## config.mk

```make
export PLATFORM = sky130hd
export DESIGN_NAME = sensor_scan_mux
export DESIGN_NICKNAME = d
export VERILOG_FILES = /design/src/rtl/sensor_scan_mux.sv
export SDC_FILE = /design/constraint.sdc
export NUM_CORES = 1
export LEC_CHECK = 0
export ABC_AREA = 0
export ABC_CLOCK_PERIOD_IN_PS = 3200
export CAP_MARGIN = 10
export CORE_MARGIN = 8
export CORE_UTILIZATION = 47
export CTS_CLUSTER_DIAMETER = 50
export DETAILED_ROUTE_END_ITERATION = 7
export GPL_TIMING_DRIVEN = 0
export PLACE_DENSITY = 0.84
export SLEW_MARGIN = 20
export SYNTH_ARGS = -nofsm -noshare
export SYNTH_HDL_FRONTEND = slang
export SYNTH_SLANG_ARGS = --single-unit
```

## constraint.sdc

```tcl
create_clock -name clk -period 3.2 [get_ports clk]
set_clock_uncertainty 0.2 [all_clocks]
set_input_delay 0.64 -clock clk [delete_from_list [all_inputs] [get_ports clk]]
set_output_delay 0.64 -clock clk [all_outputs]
set_load 0.05 [all_outputs]
```

## src/rtl/sensor_scan_mux.sv

```systemverilog
// sensor_scan_mux: registered multiplexer over CHANNELS sensor inputs.
// Manual mode samples the channel named by sel on every enabled edge.
// Scan mode dwells DWELL cycles per channel and steps round-robin,
// flagging the end of each sweep with scan_done.
module sensor_scan_mux #(
  parameter int WIDTH    = 8,
  parameter int CHANNELS = 4,
  parameter int DWELL    = 16,
  localparam int SEL_W   = (CHANNELS > 1) ? $clog2(CHANNELS) : 1
) (
  input  logic                      clk,
  input  logic                      rst_n,
  input  logic [CHANNELS*WIDTH-1:0] in_bus,
  input  logic                      mode,
  input  logic [SEL_W-1:0]          sel,
  input  logic                      enable,
  output logic [WIDTH-1:0]          data_out,
  output logic [SEL_W-1:0]          ch_out,
  output logic                      valid,
  output logic                      scan_done
);

  localparam int CNT_W = (DWELL > 1) ? $clog2(DWELL) : 1;
  localparam int SLOTS = 1 << SEL_W;

  // Compare limits held at matching widths so every comparison is width-exact.
  localparam logic [CNT_W-1:0] CNT_MAX  = CNT_W'(DWELL - 1);
  localparam logic [SEL_W-1:0] PTR_MAX  = SEL_W'(CHANNELS - 1);
  localparam logic [SEL_W:0]   CHAN_LIM = (SEL_W + 1)'(CHANNELS);

  // Channels unpacked into an array padded to a power of two, so any
  // SEL_W-bit index stays inside the array; padding slots read as zero.
  logic [WIDTH-1:0] chan [SLOTS];

  generate
    for (genvar gi = 0; gi < SLOTS; gi++) begin : g_chan
      if (gi < CHANNELS) begin : g_real
        assign chan[gi] = in_bus[gi*WIDTH +: WIDTH];
      end else begin : g_pad
        assign chan[gi] = '0;
      end
    end
  endgenerate

  logic [SEL_W-1:0] ptr_reg,    ptr_next;
  logic [CNT_W-1:0] cnt_reg,    cnt_next;
  logic             mode_q_reg, mode_q_next;
  logic [WIDTH-1:0] data_reg,   data_next;
  logic [SEL_W-1:0] ch_reg,     ch_next;
  logic             valid_reg,  valid_next;
  logic             done_reg,   done_next;

  // Next-state: hold everything and drop the strobes unless an enabled edge
  // has something to do.
  always_comb begin
    ptr_next    = ptr_reg;
    cnt_next    = cnt_reg;
    mode_q_next = mode_q_reg;
    data_next   = data_reg;
    ch_next     = ch_reg;
    valid_next  = 1'b0;
    done_next   = 1'b0;

    if (enable) begin
      if (mode != mode_q_reg) begin
        // A mode change spends one idle edge restarting the sweep state.
        mode_q_next = mode;
        cnt_next    = '0;
        ptr_next    = '0;
      end else if (!mode) begin
        cnt_next = '0;
        ptr_next = '0;
        if ({1'b0, sel} < CHAN_LIM) begin
          data_next  = chan[sel];
          ch_next    = sel;
          valid_next = 1'b1;
        end
      end else if (cnt_reg == CNT_MAX) begin
        data_next  = chan[ptr_reg];
        ch_next    = ptr_reg;
        valid_next = 1'b1;
        cnt_next   = '0;
        if (ptr_reg == PTR_MAX) begin
          ptr_next  = '0;
          done_next = 1'b1;
        end else begin
          ptr_next = ptr_reg + 1'b1;
        end
      end else begin
        cnt_next = cnt_reg + 1'b1;
      end
    end
  end

  // State and output registers; reset clears them without waiting for clk.
  always_ff @(posedge clk or negedge rst_n) begin
    if (!rst_n) begin
      ptr_reg    <= '0;
      cnt_reg    <= '0;
      mode_q_reg <= 1'b0;
      data_reg   <= '0;
      ch_reg     <= '0;
      valid_reg  <= 1'b0;
      done_reg   <= 1'b0;
    end else begin
      ptr_reg    <= ptr_next;
      cnt_reg    <= cnt_next;
      mode_q_reg <= mode_q_next;
      data_reg   <= data_next;
      ch_reg     <= ch_next;
      valid_reg  <= valid_next;
      done_reg   <= done_next;
    end
  end

  assign data_out  = data_reg;
  assign ch_out    = ch_reg;
  assign valid     = valid_reg;
  assign scan_done = done_reg;

endmodule
```

==> metrics.csv <==
metric,value,unit
status,finished clean,
first_pass_iters,4,
hold_class,reg -> reg,
hold_viol_final,0,
cts-root-buf,clkbuf_4,
post_cts_buffers,0,
crit_start,data_out[2]$_DFFE_PN0P_,
dpl_cell_area,1850,um^2
synth.area.top_cells,"dfrtp_1 36%, mux2_2 11%, mux4_2 10%",
ioPinCount,50,
largest_reg_flops,8,
place_inst,207,
tns,0,ps
max_freq,428,MHz
core_area,2730,um^2
dieArea,4800,um^2
path_buf_inv,1,
finalInstanceArea,1880,um^2
worstSetupStartpointType,flip-flop,
path_depth,1,
p_per_area,676,nW/um^2
synthArstFlopShare,100,%
cts_max_path_buffers,2,
synth_top_area_cell,dfrtp_1,
routed_wirelength,3920,um
gp_congestion,0.801,
whs,299,ps
finish.utilization,68.8,%
slew_headroom,42.3,%
maxCapViolations,0,
die_w,69.3,um
crit_chain,clkdlybuf4s50_1,
cp.required,2360,ps
hp-start,data_out[5]$_DFFE_PN0P_,
timing.final.ws_setup,861,ps
use_met2,29.6,%
grt_overflow,0,
grt_setup_unrepaired,false,
met1_usage,17.6,%
slew_violations,0,
h-tree-depth,1,
cts_buffers,3,
ir_drop,575,uV
slowest_delay,810,ps
dp_hpwl,3140,um
worstSetupEndpointType,primary output,
arrival,1500,ps
drc_errors,0,
p_leak,0.796,nW
synth_area_per_cell,10.4,um^2
grt_util_met3,4.01,%
period_needed,2340,ps
rows,19,
netlist_area,1330,um^2
worst_pin_slew,863,ps
crit_family,buffers and inverters,
antenna_found_initial,0,
grt_max_degree,20,
vias,1248,
chipHeight,69.3,um
post_drt_via_cell_ratio,5.91,
num_antenna_cells,0,
grt_busiest_layer,met2,
hold_depth,2,
drive_above_1_share,17.2,%
start_util,48.8,%
drtIter0Drc,75,
final.period_utilization,73.1,%
synth_ff_type,dfrtp_1,
synth_top_area_share,35.6,%
final_cells,211,
wl_per_cell,18.6,um
p_total,1.27,mW
ant_nets,0,
syn_to_final_growth,41.0,%
netlist_top_cells_count,"19 x dfrtp_1, 16 x nand2_1, 13 x mux2_2",
rr_endpoint,data_out[6]$_DFFE_PN0P_,
grt_usage,16.0,%
crit_type,reg -> out,
clock-sinks,19,
yosys_warnings,0,
cts_tree,yes,
io_buffers,48,
holdPathEnd,data_out[5]$_DFFE_PN0P_,
synth_cell_types,31,
r2r_slack,1330,ps
crit_fanout,2,
final.fill_count,226,
grt_pass1_vias,1366,
finalSetupViolations,0,
preCtsSetupSlack,546,ps
synth_cells,128,
cts.reportedPaths.clkPinSlew,110,ps
ctsHoldBuffers,0,
synth_nets,169,
ys_seq_area_share,35.6,%
post_cts_resized,0,
synth_edf_count,0,
reg2regPathDepth,6,
cpMaxStageDelayCell,clkdlybuf4s50_1,
nNetsFinal,222,
synth-seq-cells,19,
yosysMostFrequentCell,dfrtp_1,
reg2reg_from,cnt_reg[0]$_DFFE_PN0P_,
grt_pass1_wl,6530,um
clk-insertion-delay-late,300,ps
==> how the worst max path moves through the flow <==
stage	slack (ps)	endpoint
4_1_cts	850	data_out[2]
3_3_place_gp	560	data_out[0]$_DFFE_PN0P_
2_1_floorplan	1230	data_out[0]$_DFFE_PN0P_
5_1_grt	810	data_out[1]
3_5_place_dp	550	data_out[0]$_DFFE_PN0P_
6_report	860	data_out[2]
==> cell usage in the layout (no fill, tap or decap), types with 3 or more instances in the layout <==
cell,instances
a221oi_1,3
clkbuf_4,3
clkdlybuf4s50_1,48
dfrtp_1,19
ha_1,3
mux2_2,13
mux2i_1,9
mux4_2,6
nand2_1,16
nand2b_1,5
nand3_1,3
nor2_1,7
o21ai_0,8
o22ai_1,5
o31ai_1,4
==> cell families after synthesis <==
logic type / share of synthesized area [%]
AND/OR/NAND/NOR: 13.8
buffers and inverters: 4.78
AO/OA/AOI/OAI: 15.1
flip-flops: 35.6
adder cells (fa/ha/maj): 2.81
multiplexers: 27.9
==> where the power goes <==
part / internal (mW) / switching, mW / total (mW)
clock: 0.0466 / 0.0784 / 0.125
combinational: 0.326 / 0.442 / 0.768
sequential: 0.324 / 0.0537 / 0.378
total: 0.696 / 0.574 / 1.27
==> final cells by class <==
class | instances | area, um^2 | share of cell area, %
clock inverters | 1 | 5.00 | 0.266
multi-input cells | 99 | 795 | 42.2
well taps | 31 | 38.8 | 2.06
plain buffers | 8 | 56.3 | 2.99
inverters | 2 | 7.51 | 0.399
clock buffers | 3 | 22.5 | 1.20
repair buffers | 48 | 480 | 25.5
flip-flops and latches | 19 | 475 | 25.3
==> metal layers <==
| metal | up-vias | part of all wire (%) |
|---|---|---|
| li1 | 592 | - |
| met5 | - | 0 |
| met1 | 620 | 41 |
| met3 | 2 | 4.3 |
| met4 | 0 | 0.76 |
| met2 | 34 | 54 |
No activity file was read; power rests on OpenSTA's default activity.
